`config.mk`:
```
export PLATFORM = sky130hd
export DESIGN_NAME = score_display_ctrl
export DESIGN_NICKNAME = d
export VERILOG_FILES = /design/src/rtl/score_display_ctrl.sv
export SDC_FILE = /design/constraint.sdc
export NUM_CORES = 1
export LEC_CHECK = 0
export ABC_AREA = 0
export CAP_MARGIN = 20
export CORE_UTILIZATION = 45
export DETAILED_ROUTE_END_ITERATION = 10
export PLACE_DENSITY = 0.83
export REMOVE_ABC_BUFFERS = 1
export SLEW_MARGIN = 20
export SYNTH_ARGS = -nofsm -noshare
export SYNTH_HDL_FRONTEND = slang
export SYNTH_SLANG_ARGS = --single-unit
```
`constraint.sdc`:
```
create_clock -name clk -period 3.2 [get_ports clk]
set_clock_uncertainty 0.2 [all_clocks]
set_input_delay 0.48 -clock clk [delete_from_list [all_inputs] [get_ports clk]]
set_output_delay 0.48 -clock clk [all_outputs]
set_load 0.005 [all_outputs]
```
`src/rtl/score_display_ctrl.sv`:
```
// ---------------------------------------------------------------------------
// score_display_ctrl
//
// Game-phase sequencer for the Flappy Bird score display. Tracks the
// IDLE/PLAY/OVER phase, counts pipes cleared (saturating at MAX_SCORE),
// keeps the session high score and selects the value sent to the two-digit
// 7-segment decoder.
//
// Optional feature macro: SCORE_BLINK_EN
//   defined   : display blinks in OVER with half-period BLINK_CYCLES clocks
//   undefined : disp_blank tied to 0, no blink counter
//
// Parameters:
//   BLINK_CYCLES  clock cycles per blink half-period in OVER (>= 2)
//   MAX_SCORE     saturation value of score and high_score (<= 127)
//
// Ports:
//   clk         in   system clock, rising edge
//   reset       in   asynchronous active-low reset
//   start       in   level; rising edge begins a game
//   pass        in   level; rising edge = one pipe cleared
//   crash       in   level; high = bird collided
//   show_high   in   select high score for display outside PLAY
//   disp_value  out  [6:0] value to score decoder (registered)
//   disp_blank  out  1 = decoder outputs forced blank
//   score       out  [6:0] current game score
//   high_score  out  [6:0] best score since reset
//   state       out  [1:0] 00 IDLE, 01 PLAY, 10 OVER
//
// state | meaning
// ------+-----------------------------------------------
// IDLE  | after reset, waiting for the first start edge
// PLAY  | game running, pass edges increment score
// OVER  | bird crashed, score frozen, waiting for start
// 11    | unreachable; recovers to IDLE on next edge
// ---------------------------------------------------------------------------
module score_display_ctrl #(
    parameter int BLINK_CYCLES = 25000000,
    parameter int MAX_SCORE    = 99
) (
    input  logic       clk,
    input  logic       reset,
    input  logic       start,
    input  logic       pass,
    input  logic       crash,
    input  logic       show_high,
    output logic [6:0] disp_value,
    output logic       disp_blank,
    output logic [6:0] score,
    output logic [6:0] high_score,
    output logic [1:0] state
);

    typedef enum logic [1:0] {
        ST_IDLE = 2'b00,
        ST_PLAY = 2'b01,
        ST_OVER = 2'b10,
        ST_BAD  = 2'b11
    } state_t;

    localparam logic [6:0] MAX_S = 7'(MAX_SCORE);

    state_t st;
    logic   start_q;
    logic   pass_q;
    logic   start_rise;
    logic   pass_rise;

    // Previous-value registers reset high so a level held through reset
    // is not mistaken for a fresh edge.
    assign start_rise = start & ~start_q;
    assign pass_rise  = pass & ~pass_q;
    assign state      = st;

    always_ff @(posedge clk or negedge reset) begin
        if (!reset) begin
            st         <= ST_IDLE;
            score      <= '0;
            high_score <= '0;
            disp_value <= '0;
            start_q    <= 1'b1;
            pass_q     <= 1'b1;
        end else begin
            start_q <= start;
            pass_q  <= pass;

            // Selection uses the pre-edge state/score, so the display trails
            // a score change by one clock.
            if (show_high && (st != ST_PLAY))
                disp_value <= high_score;
            else
                disp_value <= score;

            case (st)
                ST_IDLE: begin
                    if (start_rise) begin
                        st    <= ST_PLAY;
                        score <= '0;
                    end
                end
                ST_PLAY: begin
                    // crash has priority over a coincident pass edge
                    if (crash) begin
                        st <= ST_OVER;
                        if (score > high_score)
                            high_score <= score;
                    end else if (pass_rise && (score != MAX_S)) begin
                        score <= score + 7'd1;
                    end
                end
                ST_OVER: begin
                    if (start_rise) begin
                        st    <= ST_PLAY;
                        score <= '0;
                    end
                end
                default: begin
                    st <= ST_IDLE;
                end
            endcase
        end
    end

`ifdef SCORE_BLINK_EN
    localparam int CW = $clog2(BLINK_CYCLES);
    localparam logic [CW-1:0] BLINK_LAST = CW'(BLINK_CYCLES - 1);

    logic [CW-1:0] blink_cnt;
    logic          stay_over;

    // Counter only runs on edges where the FSM is in OVER and remains there;
    // the entry edge and the leaving edge both clear it together with the
    // blank flag, so blanking starts BLINK_CYCLES clocks after entry.
    assign stay_over = (st == ST_OVER) && !start_rise;

    always_ff @(posedge clk or negedge reset) begin
        if (!reset) begin
            blink_cnt  <= '0;
            disp_blank <= 1'b0;
        end else if (!stay_over) begin
            blink_cnt  <= '0;
            disp_blank <= 1'b0;
        end else if (blink_cnt == BLINK_LAST) begin
            blink_cnt  <= '0;
            disp_blank <= ~disp_blank;
        end else begin
            blink_cnt  <= blink_cnt + CW'(1);
        end
    end
`else
    assign disp_blank = 1'b0;
`endif

endmodule

```
==> impl_metrics.prom <==
# TYPE chip_impl_metric gauge
chip_impl_metric{name="postSynthCellCount",unit=""} 120
chip_impl_metric{name="final_layout_size_suffix_gt1_share",unit="%"} 8.72
chip_impl_metric{name="netlist_area",unit="um2"} 1330
chip_impl_info{name="critical_path.startpoint_type",value="flip-flop"} 1
chip_impl_info{name="synth_top_cell_by_area",value="dfrtp_1"} 1
chip_impl_info{name="status",value="finished clean"} 1
chip_impl_info{name="rsz0062_at_grt",value="false"} 1
chip_impl_metric{name="critical_path_peak_fanout",unit=""} 14
chip_impl_metric{name="postRouteWirelength",unit="mm"} 2.87
chip_impl_info{name="clockRootBuffer",value="clkbuf_4"} 1
chip_impl_metric{name="detailedRoute.firstPassIterationCount",unit=""} 4
chip_impl_metric{name="critPathRequiredTime",unit="ps"} 2520
chip_impl_metric{name="area_delta_synth_final",unit="%"} 24.4
chip_impl_metric{name="yosysUniqueCellTypes",unit=""} 37
chip_impl_info{name="synthFlopType",value="dfrtp_1"} 1
chip_impl_info{name="tritoncts_clock_tree",value="done"} 1
chip_impl_metric{name="io_buffer_count",unit=""} 28
chip_impl_info{name="r2r-start",value="score[4]"} 1
chip_impl_metric{name="largest_net_degree_at_the_start_of_global_routing",unit=""} 26
chip_impl_metric{name="tritoncts_num_sinks",unit=""} 25
chip_impl_metric{name="max_clock_freq",unit="MHz"} 442
chip_impl_metric{name="layout.area.seq",unit="um2"} 628
chip_impl_metric{name="fin_area",unit="um2"} 1650
chip_impl_metric{name="insertedDiodeCount",unit=""} 0
chip_impl_metric{name="drt_iter0_markers",unit=""} 26
chip_impl_metric{name="multiInputGateArea",unit="um2"} 624
chip_impl_metric{name="reg2reg_setup_slack",unit="ps"} 1020
chip_impl_metric{name="min_period",unit="ps"} 2260
chip_impl_metric{name="die_w",unit="um"} 56.3
chip_impl_metric{name="gr-total-overflow",unit=""} 0
chip_impl_metric{name="reported_max_cap_violation_count",unit=""} 0
chip_impl_metric{name="totalPowerFinal",unit="mW"} 1.08
chip_impl_metric{name="postCtsHoldBufs",unit=""} 0
chip_impl_metric{name="critPathMaxStageDelay",unit="ps"} 670
chip_impl_metric{name="gp_routability_congestion",unit=""} 0.847
chip_impl_metric{name="clkLatencyLatePin",unit="ps"} 320
chip_impl_metric{name="detail_route.drc_violations",unit=""} 0
chip_impl_metric{name="io_pins",unit=""} 30
chip_impl_info{name="crit_path_cell_trace",value="clkdlybuf4s50_1"} 1
chip_impl_metric{name="post_drt_wl_per_cell",unit="um"} 15.9
chip_impl_metric{name="post_cts_clock_slew_at_the_launch_and_capture_registers_of_the_worst_setup_and_hold_paths",unit="ps"} 130
chip_impl_info{name="commonest_cells_after_routing_fill_and_taps_aside",value="clkdlybuf4s50_1 (28), dfrtp_1 (23), inv_1 (12), nand2_1 (11)"} 1
chip_impl_metric{name="cp.arrival",unit="ps"} 1580
chip_impl_metric{name="routed_via_density",unit=""} 5.80
chip_impl_metric{name="timing.final.hold_violations",unit=""} 0
chip_impl_metric{name="detailed_place_hpwl",unit="mm"} 2.12
chip_impl_metric{name="finish.utilization",unit="%"} 59.3
chip_impl_metric{name="dpl-instance-area",unit="um2"} 1620
chip_impl_metric{name="ys_seq_area_share",unit="%"} 47.4
chip_impl_metric{name="finalSetupTns",unit="ps"} 0
chip_impl_metric{name="die_y",unit="um"} 56.3
chip_impl_info{name="synth_area_leaders",value="dfrtp_1 (43%), ha_1 (7.5%), dfstp_2 (4.0%), inv_1 (3.4%), mux2_1 (3.4%)"} 1
chip_impl_metric{name="first_pass_grt_wire_length",unit="mm"} 4.91
chip_impl_metric{name="power.leakage",unit="nW"} 0.731
chip_impl_metric{name="setup_viol_count_final",unit=""} 0
chip_impl_metric{name="buffers_plus_inverters_on_the_worst_setup_path",unit=""} 1
chip_impl_metric{name="nets_final",unit=""} 164
chip_impl_metric{name="layout_worst_path_cycle_share",unit="%"} 70.7
chip_impl_metric{name="fraction_of_registers_with_async_set_reset",unit="%"} 100
chip_impl_metric{name="max-clock-path-buffers",unit=""} 2
chip_impl_metric{name="htreeDepth",unit=""} 1
chip_impl_metric{name="postSynthRegisterBits",unit=""} 25
chip_impl_info{name="critPathTopFamily",value="flip-flops"} 1
chip_impl_info{name="cpMaxStageDelayCell",value="dfrtp_1"} 1
chip_impl_metric{name="dr_total_vias",unit=""} 1044
chip_impl_metric{name="nFillCells",unit=""} 241
chip_impl_metric{name="vdd.ir_drop.worst",unit="V"} 0.000475
chip_impl_metric{name="core.rowCount",unit=""} 19
chip_impl_metric{name="hold_slack",unit="ps"} 307
chip_impl_metric{name="drtAntennaViolNets",unit=""} 0
chip_impl_metric{name="timing_max_transition_violations_final",unit=""} 0
chip_impl_metric{name="synth_enable_flop_cells",unit=""} 0
chip_impl_metric{name="cts_inserted_buffers",unit=""} 3
chip_impl_metric{name="grt_util_all_layers",unit="%"} 19.9
chip_impl_metric{name="cts_post_setup_buffers_inserted",unit=""} 0
chip_impl_metric{name="yosys_warnings",unit=""} 0
chip_impl_metric{name="place_inst",unit=""} 176
chip_impl_info{name="worst_setup_path_end_kind",value="output port"} 1
chip_impl_metric{name="postSynthAreaPerCell",unit="um2"} 11.1
chip_impl_metric{name="dieArea",unit="um2"} 3170
chip_impl_metric{name="ff2ff_path_depth",unit=""} 5
chip_impl_metric{name="via_count_of_the_first_global_routing_pass",unit=""} 1066
chip_impl_metric{name="initial_core_util",unit="%"} 47.7
chip_impl_info{name="path_class",value="reg -> out"} 1
chip_impl_metric{name="ctsResizeCount",unit=""} 0
chip_impl_metric{name="pre_cts_ws",unit="ps"} 1030
chip_impl_info{name="layout.cells.most_common",value="clkdlybuf4s50_1"} 1
chip_impl_metric{name="synth_top_area_share",unit="%"} 43.4
chip_impl_info{name="worstReg2RegEnd",value="high_score[2]"} 1
chip_impl_metric{name="fin_ws",unit="ps"} 939
chip_impl_info{name="min-delay-path-class",value="in -> async"} 1
chip_impl_metric{name="number_of_antenna_violations_at_the_first_check_in_global_routing",unit=""} 0
chip_impl_metric{name="final_cell_count_no_fill",unit=""} 180
chip_impl_metric{name="core_region_area",unit="um2"} 2780
chip_impl_metric{name="power-per-cell-area",unit="nW/um2"} 656
[routing by layer]
layer  wire length (um)  GRT usage (%)  vias up
met5                  0              0        -
met4                 50           9.76        0
met3                139           3.23        7
met2               1430           32.1       43
met1               1250           25.9      499
li1                   -              -      495
[cells by family after synthesis]
kind of cell | share of synthesized area (%)
buf+inv | 5.57
other cells | 0.283
simple gates | 12.4
compound gates | 19.6
flops | 47.4
fa+ha+maj | 7.55
mux | 7.26
[report_power, final]
| part | internal, mW | leakage, nW | total [mW] | switching (mW) |
|---|---|---|---|---|
| combinational | 0.254 | 0.397 | 0.457 | 0.203 |
| clock | 0.0488 | 0.0150 | 0.138 | 0.0897 |
| sequential | 0.398 | 0.319 | 0.487 | 0.0890 |
| total | 0.701 | 0.731 | 1.08 | 0.381 |
[area by class of cell]
| cell class | instances | area share, % |
|---|---|---|
| Sequential cell | 25 | 38.1 |
| Tap cell | 31 | 2.35 |
| Inverter | 12 | 2.73 |
| Multi-Input combinational cell | 79 | 37.8 |
| Clock buffer | 4 | 1.59 |
| Timing Repair Buffer | 29 | 17.4 |
[registers in the layout (all words and copies together) (netlist names)]
register,count
start_q,1
score,7
state,2
high_score,7
disp_value,7
pass_q,1
[cell usage after synthesis (all sizes together) (2+ instances only)]
| cell type | count |
|---|---|
| mux2i | 4 |
| nand2b | 3 |
| dfstp | 2 |
| nand3 | 3 |
| and3 | 2 |
| nor2 | 2 |
| nand2 | 11 |
| inv | 12 |
| o21ai | 9 |
| ha | 8 |
| a21oi | 4 |
| a32o | 2 |
| mux2 | 5 |
| nor2b | 3 |
| buf | 4 |
| o221ai | 4 |
| dfrtp | 23 |
| o211ai | 4 |
| o2111ai | 2 |
| o21a | 2 |
[worst max path at each step]
stage	start	to	slack, ps	depth (start not counted)
finish	state[0]	state[0]	940	1
global route	state[0]	state[0]	860	1
CTS	state[0]	state[0]	950	1
detailed placement	score[6]	high_score[2]	1030	5
global placement	score[4]	high_score[5]	1120	5
floorplan	score[4]	high_score[0]	1190	5
Power figures use the tool's default switching activity.
